### src/rtl/fp_add_arbiter.sv
// fp_add_arbiter: round-robin sharing of a 4-lane FP adder between two requesters with credit-bounded response FIFOs
module fp_add_arbiter #(
  parameter int EXP_BITS = 5,
  parameter int MANT_BITS = 6,
  parameter int ADD_LAT = 2,
  parameter int DEPTH = 4,
  localparam int W = 1 + EXP_BITS + MANT_BITS,
  localparam int VW = 4 * W
) (
  input  logic          clk,
  input  logic          rst,
  input  logic [1:0]    req_valid,
  output logic [1:0]    req_ready,
  input  logic [VW-1:0] req_x0,
  input  logic [VW-1:0] req_y0,
  input  logic [VW-1:0] req_x1,
  input  logic [VW-1:0] req_y1,
  output logic [1:0]    rsp_valid,
  input  logic [1:0]    rsp_ready,
  output logic [VW-1:0] rsp_data0,
  output logic [VW-1:0] rsp_data1,
  output logic          add_in_valid,
  output logic [VW-1:0] add_x,
  output logic [VW-1:0] add_y,
  input  logic          add_out_valid,
  input  logic [VW-1:0] add_out
);
  localparam int PW = $clog2(DEPTH);
  localparam int CW = $clog2(DEPTH + 1);
  logic [CW-1:0] cnt [2];
  logic [CW-1:0] occ [2];
  logic [PW-1:0] wp [2];
  logic [PW-1:0] rp [2];
  logic [VW-1:0] mem [2][DEPTH];
  logic last_grant, add_tag;
  logic [ADD_LAT-1:0] pv, pt;
  logic [1:0] elig, gnt, pop, push;
  // eligibility, round-robin grant and FIFO strobes; a write is accepted only when the tag pipeline vouches for it
  always_comb begin
    for (int i = 0; i < 2; i++) begin
      elig[i] = req_valid[i] && cnt[i] < CW'(DEPTH);
      push[i] = add_out_valid && pv[ADD_LAT-1] && pt[ADD_LAT-1] == 1'(i);
      rsp_valid[i] = occ[i] != '0;
    end
    gnt = rst ? 2'b00 : &elig ? (last_grant ? 2'b01 : 2'b10) : elig;
    req_ready = gnt;
    pop = rsp_valid & rsp_ready;
    rsp_data0 = rsp_valid[0] ? mem[0][rp[0]] : '0;
    rsp_data1 = rsp_valid[1] ? mem[1][rp[1]] : '0;
  end
  // issue register, tag pipeline, credit counters and FIFO pointers
  always_ff @(posedge clk) begin
    if (rst) begin
      add_in_valid <= 1'b0;
      add_x <= '0;
      add_y <= '0;
      add_tag <= 1'b0;
      last_grant <= 1'b1;
      pv <= '0;
      pt <= '0;
      for (int i = 0; i < 2; i++) begin
        cnt[i] <= '0;
        occ[i] <= '0;
        wp[i] <= '0;
        rp[i] <= '0;
      end
    end else begin
      add_in_valid <= |gnt;
      if (|gnt) begin
        add_x <= gnt[1] ? req_x1 : req_x0;
        add_y <= gnt[1] ? req_y1 : req_y0;
        add_tag <= gnt[1];
        last_grant <= gnt[1];
      end
      pv <= ADD_LAT'({pv, add_in_valid});
      pt <= ADD_LAT'({pt, add_tag});
      for (int i = 0; i < 2; i++) begin
        cnt[i] <= cnt[i] + CW'(gnt[i]) - CW'(pop[i]);
        occ[i] <= occ[i] + CW'(push[i]) - CW'(pop[i]);
        if (push[i]) wp[i] <= wp[i] + PW'(1);
        if (pop[i]) rp[i] <= rp[i] + PW'(1);
      end
    end
  end
  // FIFO storage is left unreset since the head is masked while empty
  always_ff @(posedge clk) begin
    for (int i = 0; i < 2; i++)
      if (push[i]) mem[i][wp[i]] <= add_out;
  end
endmodule

### config.mk
export PLATFORM = sky130hd
export DESIGN_NAME = fp_add_arbiter
export DESIGN_NICKNAME = d
export VERILOG_FILES = /design/src/rtl/fp_add_arbiter.sv
export SDC_FILE = /design/constraint.sdc
export NUM_CORES = 1
export LEC_CHECK = 0
export ABC_CLOCK_PERIOD_IN_PS = 3400
export BUFFER_PORTS_ARGS = -buffer_cell sky130_fd_sc_hd__buf_2
export CAP_MARGIN = 0
export CORE_ASPECT_RATIO = 1.1
export CORE_MARGIN = 2
export CORE_UTILIZATION = 48
export DETAILED_ROUTE_END_ITERATION = 16
export PLACE_DENSITY = 0.75
export SLEW_MARGIN = 20
export SYNTH_ARGS = -nofsm -noshare
export SYNTH_HDL_FRONTEND = slang
export SYNTH_SLANG_ARGS = --single-unit
### constraint.sdc
create_clock -name clk -period 3.4 [get_ports clk]
set_input_delay 1.02 -clock clk [delete_from_list [all_inputs] [get_ports clk]]
set_output_delay 1.02 -clock clk [all_outputs]
set_load 0.02 [all_outputs]
# Word-level counts from Yosys, hierarchy flattened

Memories as Yosys holds them, arrays and structs flattened.
Cells that the tools add are included.
Widths: inputs -> output; s select.

Muxes and demuxes: 45
$lt $le $gt $ge: 8
Reductions and logical operators: 12
Bitwise logic cells: 14
Add/subtract/negate cells: 12

Operators with widths:

| kind                | number |
|---|---|
| $mux 192            | 4 |
| $mux 48             | 10 |
| $bmux 48 s2         | 2 |
| $demux 48 s2        | 2 |
| $reduce_or 192->1   | 1 |
| $mux 1              | 16 |
| $mux 2              | 7 |
| $add 3x1->3         | 4 |
| $ge 3x3->1 const B  | 4 |
| $mux 3              | 4 |
| $not 2->3           | 4 |
| $sub 3x1->3         | 4 |
| $add 2x1->2 const B | 4 |
| $or 1x1->1          | 8 |
| $logic_and 1x1->1   | 7 |
| $lt 3x1->1 const B  | 2 |
| $lt 3x3->1 const B  | 2 |
| $reduce_bool 3->1   | 2 |
| $and 2x2->2         | 1 |
| $reduce_and 2->1    | 1 |
| $reduce_or 2->1     | 1 |
| $not 1->1           | 1 |

Bits in writable memories: 404
Output and inout port bits: 197
Memories kept: 5
Word-level logic and storage cells: 103
Register bits: 103

Memories:

| name | depth | width | read ports | clocked after memory_dff | write ports | line | source |
|---|---|---|---|---|---|---|---|
| mem  | 2     | 192   | 2          | 0                        | 1           | 34   | `logic [VW-1:0] mem [2][DEPTH];` |
| cnt  | 2     | 3     | 2          | 0                        | 2           | 30   | `logic [CW-1:0] cnt [2];` |
| occ  | 2     | 3     | 2          | 0                        | 2           | 31   | `logic [CW-1:0] occ [2];` |
| rp   | 2     | 2     | 2          | 0                        | 2           | 33   | `logic [PW-1:0] rp [2];` |
| wp   | 2     | 2     | 2          | 0                        | 2           | 32   | `logic [PW-1:0] wp [2];` |

# Logic depth before layout (Yosys ltp)

Gate-level depths: netlist of the first run.

Word-level depth: 8
Mapped depth: 11

# Worst setup path before layout of the first run

No wires, ideal clock.

Path kind: input-to-output
Start: input port rst
End: output port req_ready[1]
Arrival time: 2359 ps
Path slack: 21 ps
Buffers on the path: 4
Stages on the path: 6
Path through: buf_2 or3b_1 clkbuf_1 clkbuf_1 buf_2 nor2_1

Cells in the longest elaborated chain, start to end: 1

Ends and longest elaborated chain:

| element            | line | source |
|---|---|---|
| start: declaration | 11   | `input logic rst,` |
| $mux 2             | 45   | `gnt = rst ? 2'b00 : &elig ? (last_grant ? 2'b01 : 2'b10) : elig;` |
| end: declaration   | 13   | `output logic [1:0] req_ready,` |

Every way passes these cells.

==> metrics.md, run 1 <==
| Metric | Value |
|---|---|
| Status | complete, no violations |
| RSZ-0062 raised after global routing | no |
| Worst setup SP type | flop |
| Post-synthesis register bit count | 507 |
| CP max stage cell | mux4_2 |
| Area leader, netlist | edfxtp_1 |
| Synth cell types | 30 |
| Die W | 205 µm |
| Core ar. | 44200 µm² |
| Drt pass-1 iters | 5 |
| Vias | about 14000 |
| Number of port buffers | 443 |
| I/O Pins | roughly 440 |
| Worst Path Max Fanout | 21 |
| Final-stage net count | about 2100 |
| Worst clock skew | 0.00946 ns |
| Largest net degree at the start of global routing | 193 |
| Number of global-route vias before repair | 13939 |
| Starting Density | 48.4% |
| Sink Count | between 500 and 600 |
| Hold Path Class | flop to flop |
| Slew at the pin with the worst max-slew slack | 1.14 ns |
| Die H | roughly 230 µm |
| Fmax | 0.305 GHz |
| Seq. cell area | between 10000 and 15000 µm² |
| Clk slew on worst S/H paths | 0.06 ns |
| Via-to-Cell Ratio | between 5 and 6 |
| MaxCap Viol Count | 0 |
| Count of final max-slew check failures | 0 |
| Crit. End Element | output port |
| Remaining DRCs | 0 |
| Max IR drop VDD | 0.577 mV |
| 1st-iter DRT viols | 921 |
| Final period util | 96.4% |
| CTS Buf Count | 52 |
| Yosys warning total | 0 |
| Final core occ | 59.4% |
| Antenna violations before repair | 14 |
| Arr. time, crit path | 2.26 ns |
| Syn Nets | 1672 |
| PD cells | 730 nW/µm² |
| Total die area | 46300 µm² |
| DRT antenna net count | 0 |
| Rows | 81 |
| Seq/Total Area, Yosys | 65.8% |
| WL final | 56700 µm |
| Routed WL per cell | 23.2 µm |
| Req. time, crit path | 2.38 ns |
| Final worst path period need | 3.28 ns |
| Hpwl dp | approximately 34000 µm |
| Fin. Hold Viols | 0 |
| Synthesized area per cell | 15.2 µm² |
| Number of fill cells | 3411 |
| CTS max path bufs | 3 |
| Total GRT Usage | 24.1% |
| Critical Path, Cell by Cell | buf_4, buf_12, mux4_2, nor2b_1, buf_2 |
| Setup CP Type | flop to output port |
| Tightest hold margin | between 0.4 and 0.5 ns |
| CTS root buf | clkbuf_16 |
| CP peak stage delay | about 0.56 ns |
| Share of layout cells above drive strength 1 | between 30% and 40% |
| Footprint of the multi-input gates | 6380 µm² |
| Top-area cell type share of the netlist area | 55.0% |
| Relative slew margins | 23.9% |
| Final TNS setup | 0 ns |
| Global-route wire length before repair | 83000 µm |
| Pleak | 9.74 nW |
| Final Wtd Congestion | 0.816 |
| Synth Instances | 1407 |
| CTS tree | built |
| GR Overflow Total | 0 |
| Syn-to-layout area delta | 22.7% |
| Cts hold-fix bufs | 0 |
| Synth Cell Area | 21400 µm² |
| Worst-Skew Late Latency | roughly 0.60 ns |
| Synth top area cells | edfxtp_1 55%, dfxtp_1 11%, mux4_2 10% |
| Setup-failing EPs final | 0 |
| CTS H-tree lvls | 2 |
synth_stat cells, drive strengths merged:
library cell    n
or2             2
buf            39
nor2b         106
nand2           1
clkbuf         84
fa              4
and2            8
and3            1
o31a           96
o21a           96
nand2b          4
ha             14
a21o            3
nor2           15
xor2            2
and3b           1
edfxtp        392
nor3b          98
inv           115
o31ai           2
or3b            1
dfxtp         115
nor3            5
a211o           1
mux4           96
xnor2           9
a31oi          96
mux2i           1
area by class of cell:
class	count	share of cell area, %
flip-flops and latches	507	53.6
multi-input cells	662	24.3
well taps	581	2.77
repair buffers	481	10.7
clock buffers	56	5.09
diodes	7	0.0667
clock inverters	41	1.89
inverters	115	1.64
sequential cells by signal (all words and copies together) (netlist names):
| register | flops |
|---|---|
| mem | 384 |
| add_x | 48 |
| add_y | 48 |
| cnt | 6 |
| occ | 6 |
| rp | 4 |
| wp | 4 |
| pt | 2 |
| pv | 2 |
| add_in_valid | 1 |
| add_tag | 1 |
| last_grant | 1 |
cell families (layout without fill, tap and decap cells):
logic type               after synthesis  count (layout)  share of synthesized area (%)
flip-flops                           507             507                           65.8
adder cells (fa/ha/maj)               18              18                           1.19
multiplexers                          97              97                           10.2
buffers and inverters                238             693                           4.65
AND/OR/NAND/NOR                      242             242                           7.46
AO/OA/AOI/OAI                        294             294                           10.3
XOR/XNOR                              11              11                          0.450
other                                  0               7                              0
worst max-delay path, delay by kind of cell, from the launching register on:
kind / cells / cell delay [ns]
multiplexers: 1 / 0.56
buffers and inverters: 3 / 0.54
flip-flops: 1 / 0.35
AND/OR/NAND/NOR: 1 / 0.17
cell usage in the layout, fill, tap and decap left out, drive strengths merged:
master    instances
xnor2             9
and3              1
edfxtp          392
a31oi            96
dfxtp           115
xor2              2
a211o             1
clkinvlp          5
mux2i             1
inv             119
clkbuf           58
nand2             1
nor2b           106
clkinv           22
mux4             96
and3b             1
diode             7
nor2             15
o31a             96
buf             479
fa                4
or2               2
nor3              5
and2              8
nand2b            4
nor3b            98
or3b              1
o31ai             2
bufinv           10
a21o              3
o21a             96
ha               14
what timing repair did:
action / CTS / global route
cloned: 1 / 2
endpoints found under the setup margin: 45 / 35
setup buffers: 2 / 5
hold endpoints to repair: 0 / 0
gates resized for setup: 1 / 0
worst paths after layout:
check,start,end,slack (ns),cells after the start
hold / removal,pv[0],pv[1],0.44,1
setup reg to reg,occ[0][1],cnt[0][2],1.02,9
setup / recovery,rp[0][0],rsp_data0[37],0.12,5
hold reg to reg,pv[0],pv[1],0.44,1
power breakdown:
group	switching (W)	internal, W	total [W]
Sequential	0.000190	0.00698	0.00717
Clock	0.00245	0.00363	0.00608
Combinational	0.00359	0.00232	0.00592
per-stage QoR:
step,std cells,setup WS [ns],area [µm²],total power [W]
floorplan,1407,0.0213,21400,0.0111
global placement,2337,0.384,24300,0.0130
detailed placement,2337,0.362,24300,0.0131
CTS,2437,0.0142,26200,0.0193
global route,2450,0.0465,26300,0.0200
finish,2450,0.122,26300,0.0192
metal layers:
metal  wire length (µm)  global-route usage (%)  share of wire (%)  vias up
met5                 55                       0              0.097        -
met4               1690                    9.47                3.0        8
met3               4510                    6.10                7.9      101
met2              29500                    41.8                 52      604
met1              21000                    28.7                 37     7006
li1                   -                       -                  -     6199
Power figures use the tool's default switching activity.
==> run 2: changes to the inputs <==
Settings changed: ABC_AREA set to 1, SETUP_SLACK_MARGIN set to 0.15.
==> metrics.md, run 2 <==
| Metric | Value |
|---|---|
| Critical Path, Cell by Cell | buf_4, inv_4, buf_16, o21ai_0, a21oi_1, buf_2 (was buf_4, buf_12, mux4_2, nor2b_1, buf_2) |
| I/O Pins | 444 (unchanged) |
| Max reg flops | 384 (unchanged) |
| Most common cell after layout, fill and taps aside | nor2_1 (was buf_2) |
| Post-synthesis register bit count | 507 (unchanged) |
| Worst path bufs/invs | 4 (was 3) |
| RSZ-0062 raised after global routing | yes (was no) |
| Arr. time, crit path | 2.14 ns (was 2.26 ns) |
| CP top delay family | buffers and inverters (was multiplexers) |
| Relative slew margins | 31.9% (was 23.9%) |
| Worst-Skew Late Latency | 0.58 ns (was 0.60 ns) |
| Crit. End Element | output port (unchanged) |
| CP peak stage delay | 0.45 ns (was 0.56 ns) |
| Setup-failing EPs final | 0 (unchanged) |
| Count leader, synth | nor2_1 (was edfxtp_1) |
| Final-stage net count | 2807 (was 2084) |
| CTS H-tree lvls | 2 (unchanged) |
| Synth cell types | 29 (was 30) |
| Starting Density | 48.6% (was 48.4%) |
| Most frequent cells in the layout | 598 x nor2_1, 442 x buf_2, 392 x edfxtp_1 (was 442 x buf_2, 392 x edfxtp_1, 115 x inv_1, 115 x dfxtp_1, 106 x nor2b_1) |
| Final core occ | 58.7% (was 59.4%) |
| PD cells | 764 nW/µm² (was 730 nW/µm²) |
| Area leader, netlist | edfxtp_1 (unchanged) |
| DRT antenna net count | 0 (unchanged) |
| Global-route wire length before repair | 90300 µm (was 83000 µm) |
| Synth Cell Area | 21600 µm² (was 21400 µm²) |
| Status | complete, no violations (unchanged) |
| Largest net degree at the start of global routing | 193 (unchanged) |
| CTS Buf Count | 50 (was 52) |
| Seq/Total Area, Yosys | 65.3% (was 65.8%) |
| CTS root buf | clkbuf_16 (unchanged) |
| Fin. Hold Viols | 0 (unchanged) |
| Final Wtd Congestion | 0.931 (was 0.816) |
| Number of global-route vias before repair | 16471 (was 13939) |
| Routed WL per cell | 19.4 µm (was 23.2 µm) |
| Synthesized area per cell | 10.0 µm² (was 15.2 µm²) |
| Pleak | 10.6 nW (was 9.74 nW) |
| Sink Count | 507 (unchanged) |
| WL final | 61600 µm (was 56700 µm) |
| Die W | 206 µm (was 205 µm) |
| Yosys warning total | 0 (unchanged) |
| Final period util | 93.0% (was 96.4%) |
| Syn Nets | 2413 (was 1672) |
| Synth Instances | 2148 (was 1407) |
| Vias | 16842 (was 13918) |
| Slew at the pin with the worst max-slew slack | 1.02 ns (was 1.14 ns) |
| CP max stage cell | edfxtp_1 (was mux4_2) |
| Worst setup SP type | flop (unchanged) |
| Syn-to-layout area delta | 20.8% (was 22.7%) |
| CTS max path bufs | 3 (unchanged) |
| Number of flops mapped to enable cells by yosys | 392 (unchanged) |
| Count of final max-slew check failures | 0 (unchanged) |
| Clk slew on worst S/H paths | 0.06 ns (about the same) |
| Worst Path Max Fanout | 58 (was 21) |
| Worst clock skew | 0.0279 ns (was 0.00946 ns) |
| Total die area | 46600 µm² (was 46300 µm²) |
| Core ar. | 44400 µm² (was 44200 µm²) |
| Hpwl dp | 39100 µm (was 33800 µm) |
| Final non-filler cell total | 3177 (was 2450) |
| Final TNS setup | 0 ns (unchanged) |
| Async SR Flop Fraction | 0% (unchanged) |
| Die H | 226 µm (was 225 µm) |
| MaxCap Viol Count | 0 (unchanged) |
| GR Overflow Total | 0 (unchanged) |
| Share of layout cells above drive strength 1 | 22.8% (was 36.4%) |
| Req. time, crit path | 2.38 ns (about the same) |
| Synth cell count leaders | 606 x nor2_1, 392 x edfxtp_1, 238 x o21ai_0, 200 x a21oi_1, 149 x inv_1 (was 392 x edfxtp_1, 115 x dfxtp_1, 115 x inv_1, 106 x nor2b_1, 98 x nor3b_1) |
| Rows | 81 (unchanged) |
| Setup CP Type | flop to output port (unchanged) |
| Number of port buffers | 443 (unchanged) |
| CTS tree | built (unchanged) |
| Synth top area cells | edfxtp_1 55%, dfxtp_1 11%, nor2_1 11% (was edfxtp_1 55%, dfxtp_1 11%, mux4_2 10%) |
| Via-to-Cell Ratio | 5.30 (was 5.68) |
| Cts hold-fix bufs | 0 (unchanged) |
| Remaining DRCs | 0 (unchanged) |
| Hold Path Class | flop to flop (unchanged) |
| Drt pass-1 iters | 7 (was 5) |
| Placed Instances | 3063 (was 2337) |
| Fmax | 0.316 GHz (was 0.305 GHz) |
| 1st-iter DRT viols | 1158 (was 921) |
| Max IR drop VDD | 0.393 mV (was 0.577 mV) |
| Top-area cell type share of the netlist area | 54.6% (was 55.0%) |
| Dominant synthesized flop cell | edfxtp_1 (unchanged) |
| Final worst path period need | 3.16 ns (was 3.28 ns) |
| Antenna violations before repair | 23 (was 14) |
| Total GRT Usage | 25.7% (was 24.1%) |
[run 2: changes by cell type after synthesis, sizes merged, moves of 98 or more]
cell   change
nor2     +592
o21ai    +292
a21oi    +200
nand2    +111
nor2b    -106
nand3     +99
nor3b     -98
[run 2: cell families after synthesis]
logic type                 after synthesis  share of synthesized area [%]
xor gates and xnor gates                 8                          0.325
and+or+nand+nor                        820                           15.1
AOI/OAI and AO/OA                      493                           11.5
buffers and inverters                  302                           6.66
adders and majority gates               18                           1.18
DFF                                    507                           65.3
[run 2: repair_timing]
| item | 4_1_cts | 5_1_grt |
|---|---|---|
| pin swaps | 0 | 4 |
| resized for setup | 7 | 11 |
| setup endpoints to repair | 23 | 58 |
| cloned | 2 | 1 |
| setup buffers | 3 | 2 |
[run 2: through the flow]
| step | power, W | hold WS (ns) | setup WS [ns] | area (µm²) |
|---|---|---|---|---|
| CTS | 0.0199 | 0.407 | 0.161 | 25900 |
| global placement | 0.0141 | 0.405 | 0.558 | 24200 |
| detailed placement | 0.0142 | 0.399 | 0.550 | 24200 |
| global route | 0.0209 | 0.447 | 0.0963 | 26000 |
| floorplan | 0.0119 | 0.388 | -0.364 | 21600 |
| finish | 0.0199 | 0.403 | 0.238 | 26000 |
[run 2: layout make-up]
class                      instances  area [µm²]
clock buffer                      57        1280
timing repair buffer             492        2870
multi-input combinational       1339        6130
sequential                       507       14100
clock inverter                    32         332
tap                              581         727
fill                            3698       18300
inverter                         152         586
antenna                           17        42.5
[run 2: worst paths after layout]
check	startpoint	to	slack, ns	cells after the start
worst min register to register	pv[0]	pv[1]	0.40	2
worst max-delay path	rp[0][0]	rsp_data0[8]	0.24	6
worst max register to register	occ[0][1]	occ[0][2]	1.05	12
worst min-delay path	pv[0]	pv[1]	0.40	2
[run 2: worst reg2reg max path: stages (launching register included)]
cell,delay (ns)
dfxtp_1,0.37
nor2_1,0.06
nand2_1,0.09
inv_2,0.19
nor2_1,0.28
nand2_1,0.11
o21ai_0,0.09
ha_1,0.17
inv_1,0.06
fa_1,0.41
xnor2_1,0.18
o21ai_0,0.09
a21oi_1,0.15
[run 2: per-layer routing]
metal  GRT usage [%]  share of wire (%)  wire length, µm
met3            6.58                8.6             5290
met2            46.2                 52            31800
met4            11.7                4.3             2650
met1            28.4                 35            21800
met5               0              0.070               43
[run 2: where the power goes]
group          internal [W]  switching (W)
Clock               0.00315        0.00232
Combinational       0.00222        0.00500
Sequential          0.00701       0.000184
==> run 3: changes to the inputs <==
Settings changed: ABC_AREA 1 to unset.
==> metrics.md, run 3 (same netlist as run 1, synthesis figures left out) <==
| Metric | Value |
|---|---|
| Status | complete, no violations (unchanged) |
| Sink Count | 507 (unchanged) |
| Worst setup SP type | flop (unchanged) |
| Routed WL per cell | 23.1 µm (was 19.4 µm) |
| Tightest hold margin | 0.460 ns (was 0.403 ns) |
| DR top layer | met5 (unchanged) |
| Req. time, crit path | 2.38 ns (about the same) |
| Placement Setup Slack | 0.395 ns (was 0.550 ns) |
| CTS Buf Count | 51 (was 50) |
| Clock power frac | 28.4% (was 27.5%) |
| Most frequent cells in the layout | 424 x buf_2, 392 x edfxtp_1, 115 x inv_1, 115 x dfxtp_1, 99 x nor2b_1 (was 598 x nor2_1, 442 x buf_2, 392 x edfxtp_1) |
| Share of layout cells above drive strength 1 | 37.2% (was 22.8%) |
| Relative slew margins | 41.7% (was 31.9%) |
| Routed wl met3 | 4880 µm (was 5290 µm) |
| Final-stage net count | 2098 (was 2807) |
| Count of final max-slew check failures | 0 (unchanged) |
| Clk slew on worst S/H paths | 0.06 ns (about the same) |
| Die H | 225 µm (was 226 µm) |
| Hpwl dp | 34000 µm (was 39100 µm) |
| Die W | 205 µm (was 206 µm) |
| Syn-to-layout area delta | 23.5% (was 20.8%) |
| Total die area | 46300 µm² (was 46600 µm²) |
| Final worst path period need | 3.29 ns (was 3.16 ns) |
| Cts hold-fix bufs | 0 (unchanged) |
| Fmax | 0.304 GHz (was 0.316 GHz) |
| Number of port buffers | 443 (unchanged) |
| MaxCap Viol Count | 0 (unchanged) |
| Final TNS setup | 0 ns (unchanged) |
| Total GRT Usage | 23.7% (was 25.7%) |
| Setup-failing EPs final | 0 (unchanged) |
| Crit. End Element | output port (unchanged) |
| PD cells | 715 nW/µm² (was 764 nW/µm²) |
| Final Power | 0.0189 W (was 0.0199 W) |
| Worst clock skew | 0.0181 ns (was 0.0279 ns) |
| Most common cell after layout, fill and taps aside | buf_2 (was nor2_1) |
| Slew at the pin with the worst max-slew slack | 0.874 ns (was 1.02 ns) |
| Via-to-Cell Ratio | 5.65 (was 5.30) |
| Drt pass-1 iters | 7 (unchanged) |
| Final period util | 96.8% (was 93.0%) |
| Hold Path Class | flop to flop (unchanged) |
| WL met2 | 28900 µm (was 31800 µm) |
| Final Wtd Congestion | 0.836 (was 0.931) |
| Worst setup margin | 0.110 ns (was 0.238 ns) |
| WL final | 56900 µm (was 61600 µm) |
| M1 WL | 21200 µm (was 21800 µm) |
| Global-route wire length before repair | 82300 µm (was 90300 µm) |
| Setup CP Type | flop to output port (unchanged) |
| Remaining DRCs | 0 (unchanged) |
| Logic gate share of total power | 33.5% (was 36.3%) |
| DRT antenna net count | 0 (unchanged) |
| Pleak | 9.80 nW (was 10.6 nW) |
| Max IR drop VDD | 0.526 mV (was 0.393 mV) |
| 1st-iter DRT viols | 871 (was 1158) |
| NetSw | 0.00631 W (was 0.00750 W) |
| Int Pwr | 0.0126 W (was 0.0124 W) |
| Antenna violations before repair | 14 (was 23) |
| Largest net degree at the start of global routing | 193 (unchanged) |
| GR Overflow Total | 0 (unchanged) |
| Number of global-route vias before repair | 14023 (was 16471) |
| Worst Path Max Fanout | 6 (was 58) |
| Core ar. | 44200 µm² (was 44400 µm²) |
| CTS tree | built (unchanged) |
| Rows | 81 (unchanged) |
| RSZ-0062 raised after global routing | yes (unchanged) |
| Final core occ | 59.8% (was 58.7%) |
| Worst-Skew Late Latency | 0.60 ns (was 0.58 ns) |
| Sequential Power Share | 38.0% (was 36.2%) |
| Max reg flops | 384 (unchanged) |
| CTS root buf | clkbuf_16 (unchanged) |
| CTS max path bufs | 3 (unchanged) |
| Fin. Hold Viols | 0 (unchanged) |
| Vias | 13894 (was 16842) |
| Sw frac | 33.4% (was 37.7%) |
| Starting Density | 48.4% (was 48.6%) |
| CTS H-tree lvls | 2 (unchanged) |
| I/O Pins | 444 (unchanged) |
| Arr. time, crit path | 2.27 ns (was 2.14 ns) |
## run 3: through the flow
| stage | cell area (µm²) | std cells |
|---|---|---|
| floorplan | 21400 | 1407 |
| global placement | 24400 | 2343 |
| detailed placement | 24400 | 2343 |
| CTS | 26100 | 2442 |
| global route | 26400 | 2459 |
| finish | 26400 | 2459 |
## run 3: worst paths after layout
path	start	to	slack [ns]	cells past startpoint
max	rp[0][2]	rsp_data1[43]	0.11	5
min	pv[0]	pv[1]	0.46	1
max reg2reg	occ[0][1]	cnt[0][2]	0.90	9
min reg2reg	pv[0]	pv[1]	0.46	1
## run 3: layout make-up
class	instances	area (µm²)
antenna	8	20.0
timing repair buffer	496	3160
sequential	507	14100
multi-input combinational	662	6420
clock inverter	32	268
tap	581	727
inverter	115	432
clock buffer	58	1320
fill	3384	17800
## run 3: critical path: stages, from the launching register on
cell and delay [ns]:
edfxtp_1 0.45, buf_6 0.19, clkbuf_16 0.20, mux4_2 0.49, nor2b_1 0.16, buf_4 0.17
## run 3: power groups by stage
| stage | combinational [W] | sequential (W) | clock, W |
|---|---|---|---|
| floorplan | 0.00362 | 0.00752 | 0 |
| global placement | 0.00579 | 0.00731 | 0 |
| detailed placement | 0.00586 | 0.00732 | 0 |
| CTS | 0.00607 | 0.00718 | 0.00548 |
| global route | 0.00680 | 0.00721 | 0.00571 |
| finish | 0.00633 | 0.00718 | 0.00537 |
## run 3: routing by layer
layer / up-vias / track usage, %
met5: - / 0
met4: 2 / 8.91
met3: 114 / 6.61
met2: 604 / 39.9
met1: 6952 / 29.1
li1: 6222 / -
## run 3: what timing repair did
action	in CTS	in global routing
gates resized for setup	4	35
endpoints found under the hold margin	0	0
gates cloned	3	7
endpoints found under the setup margin	96	60
buffers inserted	6	2
pin swaps	0	0
